<file path="config.mk">
export PLATFORM = sky130hd
export DESIGN_NAME = apb_reg_slave
export DESIGN_NICKNAME = d
export VERILOG_FILES = /design/src/rtl/apb_reg_slave.sv
export SDC_FILE = /design/constraint.sdc
export NUM_CORES = 1
export LEC_CHECK = 0
export CAP_MARGIN = 30
export CORE_MARGIN = 8
export CORE_UTILIZATION = 30
export DETAILED_ROUTE_END_ITERATION = 6
export SETUP_SLACK_MARGIN = 0.1
export SLEW_MARGIN = 25
export SYNTH_ARGS = -nofsm -noshare
export SYNTH_HDL_FRONTEND = slang
export SYNTH_SLANG_ARGS = --single-unit
</file>
<file path="constraint.sdc">
create_clock -name a_clk -period 3.4 [get_ports a_clk]
set_input_delay 0.85 -clock a_clk [delete_from_list [all_inputs] [get_ports a_clk]]
set_output_delay 0.85 -clock a_clk [all_outputs]
set_load 0.02 [all_outputs]
</file>
<file path="src/rtl/apb_reg_slave.sv">
// APB register slave: NumRegs x 32-bit register file behind an APB port.
// Register 0 is a read-only ID word, registers 1..NumRegs-1 are read/write.
// Every transfer passes through a fixed number of wait states; setup-phase
// address, direction and write data are latched and used for the rest of it.
module apb_reg_slave #(
  parameter int NumRegs    = 8,
  parameter int WaitStates = 1
) (
  input  logic                   a_clk,
  input  logic                   a_reset,
  input  logic [31:0]            p_addr,
  input  logic                   p_sel,
  input  logic                   p_enable,
  input  logic                   p_write,
  input  logic [31:0]            p_wdata,
  output logic [31:0]            p_rdata,
  output logic                   p_ready,
  output logic                   p_slverr,
  output logic [NumRegs*32-1:0]  reg_q,
  output logic [NumRegs-1:0]     wr_pulse
);

  localparam int                 IdxW     = $clog2(NumRegs);
  localparam logic [31:0]        IdValue  = 32'hA9B0_0001;
  localparam logic [3:0]         WaitLoad = 4'(WaitStates);
  localparam logic               NoWait   = (WaitStates == 0);
  localparam logic [NumRegs-1:0] OneHot0  = {{(NumRegs-1){1'b0}}, 1'b1};

  typedef enum logic [1:0] {
    IDLE   = 2'd0,
    WAIT   = 2'd1,
    ACCESS = 2'd2
  } state_t;

  state_t                      state_r;
  state_t                      next_state_s;
  logic                        setup_s;
  logic [3:0]                  cnt_r;
  logic [31:0]                 addr_r;
  logic [31:0]                 wdata_r;
  logic                        write_r;
  logic [NumRegs-1:1][31:0]    regs_r;

  logic [31:0]                 cur_addr_s;
  logic                        cur_write_s;
  logic [IdxW-1:0]             cur_idx_s;
  logic                        cur_valid_s;
  logic                        cur_err_s;
  logic [31:0]                 rd_word_s;
  logic [IdxW-1:0]             wr_idx_s;
  logic                        enter_access_s;
  logic                        commit_s;

  // Register 0 is the constant ID word; it never depends on reset or writes.
  assign reg_q = {regs_r, IdValue};

  // When entering ACCESS straight from IDLE (no wait states) the latches are
  // not loaded yet, so decode the live bus; otherwise use the latched values.
  assign cur_addr_s  = (state_r == IDLE) ? p_addr  : addr_r;
  assign cur_write_s = (state_r == IDLE) ? p_write : write_r;
  assign cur_idx_s   = cur_addr_s[2 +: IdxW];
  assign cur_valid_s = (cur_addr_s[1:0] == 2'b00) &&
                       ((cur_addr_s >> (IdxW + 2)) == 32'd0);
  assign cur_err_s   = !cur_valid_s ||
                       (cur_write_s && (cur_idx_s == {IdxW{1'b0}}));
  assign rd_word_s   = reg_q[{cur_idx_s, 5'd0} +: 32];

  assign wr_idx_s       = addr_r[2 +: IdxW];
  assign enter_access_s = (next_state_s == ACCESS);
  // p_slverr is high only in ACCESS, so it doubles as the error flag here.
  assign commit_s       = (state_r == ACCESS) && p_sel && write_r && !p_slverr;

  // Next-state decode; an abort (p_sel low) in WAIT falls back to IDLE.
  always_comb begin
    next_state_s = state_r;
    setup_s      = 1'b0;
    case (state_r)
      IDLE: begin
        if (p_sel && !p_enable) begin
          setup_s      = 1'b1;
          next_state_s = NoWait ? ACCESS : WAIT;
        end else begin
          next_state_s = IDLE;
        end
      end
      WAIT: begin
        if (!p_sel) begin
          next_state_s = IDLE;
        end else if (cnt_r == 4'd1) begin
          next_state_s = ACCESS;
        end else begin
          next_state_s = WAIT;
        end
      end
      ACCESS: begin
        next_state_s = IDLE;
      end
      default: begin
        next_state_s = IDLE;
      end
    endcase
  end

  // State register, wait counter and setup-phase latches.
  always_ff @(posedge a_clk) begin
    if (a_reset) begin
      state_r <= IDLE;
      cnt_r   <= 4'd0;
      addr_r  <= 32'd0;
      wdata_r <= 32'd0;
      write_r <= 1'b0;
    end else begin
      state_r <= next_state_s;
      if (setup_s) begin
        cnt_r   <= WaitLoad;
        addr_r  <= p_addr;
        wdata_r <= p_wdata;
        write_r <= p_write;
      end else if (next_state_s == WAIT) begin
        cnt_r <= cnt_r - 4'd1;
      end else begin
        cnt_r <= 4'd0;
      end
    end
  end

  // Response outputs are loaded on entry to ACCESS and cleared otherwise.
  always_ff @(posedge a_clk) begin
    if (a_reset) begin
      p_ready  <= 1'b0;
      p_slverr <= 1'b0;
      p_rdata  <= 32'd0;
      wr_pulse <= {NumRegs{1'b0}};
    end else begin
      p_ready  <= enter_access_s;
      p_slverr <= enter_access_s && cur_err_s;
      p_rdata  <= (enter_access_s && !cur_err_s && !cur_write_s) ? rd_word_s : 32'd0;
      wr_pulse <= commit_s ? (OneHot0 << wr_idx_s) : {NumRegs{1'b0}};
    end
  end

  // Read/write register file; a write lands at the edge that ends ACCESS.
  always_ff @(posedge a_clk) begin
    if (a_reset) begin
      regs_r <= '0;
    end else begin
      for (int i = 1; i < NumRegs; i++) begin
        if (commit_s && (wr_idx_s == IdxW'(i))) begin
          regs_r[i] <= wdata_r;
        end
      end
    end
  end

endmodule

</file>
Word level (Yosys, flattened, before mapping)

Cells that the tools add are included.

Register bits: 337
Input bits: 69
Output and inout port bits: 298
Logic and storage cells: 74

$add $sub $neg: 1
Equality and inequality tests: 12
Shifts and indexed selects: 2
Multiplexer cells: 10
Bitwise gates (word level): 3
Reductions and logical operators: 29

Operators by type and width:

| operator                                          | number |
|---|---|
| indexed part select 256 x 9 -> 32 bit             | 1 |
| zero test 32 bit                                  | 1 |
| 2-to-1 mux 32 bit                                 | 1 |
| logical AND 1 bit                                 | 16 |
| == test 3 bit (second input constant)             | 4 |
| left shift 1 x 3 -> 8 bit (first input constant)  | 1 |
| == test 3 x 2 -> 1 bit (second input constant)    | 2 |
| 2-to-1 mux 1 bit                                  | 6 |
| zero test 1 bit                                   | 5 |
| == test 2 x 1 -> 1 bit (second input constant)    | 2 |
| == test 2 bit (second input constant)             | 2 |
| == test 4 x 1 -> 1 bit (second input constant)    | 1 |
| zero test 2 bit                                   | 2 |
| 2-to-1 mux 2 bit                                  | 2 |
| one-hot mux 2 bit (2 select lines)                | 1 |
| OR reduction 2 bit                                | 2 |
| subtractor 4 x 1 -> 4 bit (second input constant) | 1 |
| == test 3 x 1 -> 1 bit (second input constant)    | 1 |
| zero test 3 bit                                   | 1 |
| NOT 1 bit                                         | 3 |
| OR reduction 3 bit                                | 1 |
| logical OR 1 bit                                  | 1 |

Depth between registers and ports, before layout

Word-level depth: 11
Mapped depth: 8
Gate-level depth less buffers: 6

Worst setup path before layout

No wires, ideal clock.

Path kind: input-to-reg
Start: in p_addr[1]
End: reg p_rdata[10]
Library setup time: 0.078 ns
Arrival: 2.202 ns
Required time: 3.322 ns
Setup slack: 1.120 ns
Cell stages on the path: 6
Path buffers: 1
Cell sequence: or4_1 -> nor4_1 -> a22o_1 -> nand4b_1 -> buf_2 -> nor3_1

Cells in the longest elaborated chain, start to end: 10

RTL lines:

| what                            | line | RTL |
|---|---|---|
| from (decl)                     | 11   | `input logic [31:0] p_addr,` |
| 2-to-1 mux 32 bit               | 59   | `assign cur_addr_s = (state_r == IDLE) ? p_addr : addr_r;` |
| zero test 2 bit                 | 62   | `assign cur_valid_s = (cur_addr_s[1:0] == 2'b00) &&` |
| logical AND 1 bit               | 62   |  |
| zero test 1 bit                 | 64   | `assign cur_err_s = !cur_valid_s \|\|` |
| logical OR 1 bit                | 64   |  |
| zero test 1 bit                 | 137  | `p_rdata <= (enter_access_s && !cur_err_s && !cur_write_s) ? rd_word_s : 32'd0;` |
| logical AND 1 bit (2 in series) | 137  |  |
| NOT 1 bit (no line)             | --   |  |
| OR reduction 2 bit (no line)    | --   |  |
| to (signal assigned)            | 137  |  |
| to (decl)                       | 16   | `output logic [31:0] p_rdata,` |

Every way passes these cells.
A chain may end at the register's enable or synchronous reset.

Worst setup path in the final report

Start: in p_addr[31]
End: reg p_rdata[20]

Cells in the longest elaborated chain, start to end: 10

RTL lines:

| what                            | line | RTL |
|---|---|---|
| 2-to-1 mux 32 bit               | 59   |  |
| zero test 32 bit                | 63   | `((cur_addr_s >> (IdxW + 2)) == 32'd0);` |
| logical AND 1 bit               | 62   |  |
| zero test 1 bit                 | 64   |  |
| logical OR 1 bit                | 64   |  |
| zero test 1 bit                 | 137  |  |
| logical AND 1 bit (2 in series) | 137  |  |
| NOT 1 bit (no line)             | --   |  |
| OR reduction 2 bit (no line)    | --   |  |

Every way passes these cells.

==> flow_summary.yaml <==
timing:
  grt_setup_unrepaired: "false"
  finalSetupTns_ps: 0
  worst_pin_slew_ps: 977
  slew-limit-headroom: 0.347
  setup_viol: 0
  hold_slack_ps: 452
  period_share: 0.795
  maxSlewViolCount: 0
  fin_skew_ps: 17.8
  fmax_mhz: 370
  hold_viol_final: 0
  min_period_ps: 2700
  fin_ws_ps: 695
min_path:
  hold_path_class: "reg2reg"
yosys:
  synth_flop_cell: "dfxtp_1"
  synthTopCellsByArea: "dfxtp_1 49%, nand2_1 17%, a21oi_1 11%, buf_4 3.4%, mux2i_1 3.1%"
  synth_simple_gate_area_share: 0.216
  synthMuxAreaShare: 0.0615
  synthAdderAreaFrac: 0.00183
  asyncSetResetFlopFracSynth: 0
  yosysUniqueCellTypes: 46
  synth_top_family_by_area: "simple AND/OR/NAND/NOR gates"
  synth-compound-area-share: 0.151
  synth_edf_count: 0
  yosysSeqAreaShare: 0.493
  synth_warnings: 0
  synth.top_cell.area_share: 0.493
  synth_common_cells: "635 x nand2_1, 337 x dfxtp_1, 291 x a21oi_1"
  yosysMostFrequentCell: "nand2_1"
  synth_cells: 1705
  avgSynthCellArea_sq_um: 8.02
  ys_ff_latch: 337
  yosysTopAreaCell: "dfxtp_1"
  synth_area_sq_um: 13700
  synth_xor_area_frac: 0.00128
worst_setup_path:
  rr_endpoint: "p_rdata[28]"
  crit_path_end_kind: "register"
  worstRegToRegCells: 6
  cp_top_family: "simple AND/OR/NAND/NOR gates"
  worstSetupStartpointType: "input port"
  endpoint: "p_rdata[20]"
  cp.arrival_ps: 3170
  r2r_slack_ps: 1040
  path_cells: "clkdlybuf4s50_1, or4_1, nor4_1, a22o_1, nand4b_1, buf_12, nor3_1"
  cp_max_fo: 32
  crit_path_start: "p_addr[31]"
  cp.depth: 7
  worstSetupPathType: "in2reg"
  crit_buf_inv: 2
  slowest_delay_ps: 520
  worstPathRequired_ps: 3860
  crit_slowest_cell: "or4_1"
  r2r-start: "state_r[0]"
floorplanning:
  die_area_sq_um: 52700
  core_sq_um: 45200
  io_pins: 367
  initial_utilization: 0.303
  die_w_microns: 229
  placementRows: 78
  die_h_microns: 229
finish:
  antenna_cells: 0
  synthToLayoutAreaGrowth_pct: 37.1
  drive_gt1_frac: 0.0787
  fillers: 4454
  layout.nets: 2038
  layout.cells.non_filler: 2596
route:
  wl_microns: 55900
  wl_per_cell_microns: 21.5
  first_pass_iters: 5
  via_per_inst: 4.99
  drc: 0
  ant_nets: 0
  first_iter_violations: 1187
  num_vias: 12965
clock_tree:
  clk_pin_slew_ps: 60
  clock-sinks: 337
  post_cts_buffers: 0
  cts_tree: "yes"
  clockRootBuffer: "clkbuf_16"
  ctsHoldBuffers: 0
  numCtsBuffers: 39
  clkLatencyLatePin_ps: 550
  h-tree-depth: 2
  cts_max_path_buffers: 3
  cts_resized: 0
pwr:
  power_uw: 9030
  leakage_uw: 0.00631
  power.density_nw_per_um2: 481
  irDropWorstVdd_mv: 0.260
status:
  status: "completed"
placed_design:
  dpl.cell_count: 2526
  dpl_worst_slack_ps: 208
  dp_hpwl_microns: 37700
  port_buffers: 334
  routabilityCongestion: 0.840
global_route:
  grt_max_degree: 188
  grt_pass1_wl_microns: 82700
  grt_antenna_before_repair: 1
  grt_pass1_vias: 12865
  grt.total_usage: 0.203
  gr-total-overflow: 0
run:
  maxCapViolCount: 0
-- worst min-delay path by stage --
stage | cells past startpoint | from | end
5_1_grt | 2 | addr_r[25] | addr_r[25]
3_3_place_gp | 2 | addr_r[31] | addr_r[31]
6_report | 2 | addr_r[31] | addr_r[31]
3_5_place_dp | 2 | addr_r[25] | addr_r[25]
2_1_floorplan | 2 | addr_r[23] | addr_r[23]
4_1_cts | 2 | addr_r[25] | addr_r[25]
-- final cells by class --
type                    count  area, sq um  share of cell area
repair buffers            377         3770               0.201
well taps                 600          751              0.0400
flip-flops and latches    337         6750               0.360
clock buffers              60         1190              0.0633
multi-input cells        1209         6110               0.326
clock inverters            10          170             0.00908
inverters                   3         11.3            0.000601
-- through the flow --
stage / area (sq um) / utilization
after floorplan: 13800 / -
after global routing: 18700 / 0.415
after detailed placement: 17400 / 0.385
final: 18700 / 0.415
after global placement: 17400 / 0.385
after CTS: 18700 / 0.415
-- where the power goes --
part	switching, uW	leakage [uW]	internal [uW]
registers	60.5	0.00272	3990
clock network	1720	0.000659	2710
logic	342	0.00293	211
total	2120	0.00631	6910
-- cell usage in the layout (no fill, tap or decap), types with 2 or more instances in the layout --
master and n:
nor3_1 34, nand3b_1 2, mux2_1 6, o22ai_1 7
mux2_2 28, a21oi_1 291, bufinv_16 4, xnor2_1 2
a32o_1 24, clkbuf_16 40, mux2i_1 41, clkinv_2 2
dfxtp_1 337, buf_4 35, nand2_1 631, inv_1 3
and2_2 3, nor2_1 16, nor2_4 5, ha_1 2
a221oi_1 24, nand3_1 2, conb_1 32, nor2b_1 3
clkbuf_8 11, buf_12 8, nand3_2 2, clkbuf_1 9
clkdlybuf4s50_1 333, a22o_1 8, nand4_1 2, nand2_2 4
or4_1 4, mux2i_4 2, nor4b_1 2, clkinvlp_4 2
nor4_1 13
-- flip-flops by register name, indices dropped and copies added, names as in the netlist --
name / flops
addr_r: 32
cnt_r: 4
p_rdata: 32
p_ready: 1
p_slverr: 1
reg_q: 224
state_r: 2
wdata_r: 32
wr_pulse: 8
write_r: 1
-- per-layer routing --
metal  GRT usage  routed length, microns  share of wire
met1       0.246                   22800           0.41
met3      0.0498                    4410          0.079
met2       0.342                   26600           0.48
met5           0                       9        0.00016
met4      0.0833                    2050          0.037
-- cells by family (layout without fill, tap and decap cells) --
kind of cell               count (synthesis)  in the layout
xor gates and xnor gates                   2              2
buffers and inverters                    189            450
DFF                                      337            337
AOI/OAI and AO/OA                        359            359
adders and majority gates                  2              2
muxes                                     78             78
and+or+nand+nor                          736            736
other                                      2             32
-- worst register-to-register path, cell delays in order (launching register included) --
cell and delay [ps]:
dfxtp_1 420, nor2_8 290, mux2i_4 370, buf_4 360, mux2_1 380, a221oi_1 360
nor3_1 70
Note: power is estimated with default switching activity, not from simulation.
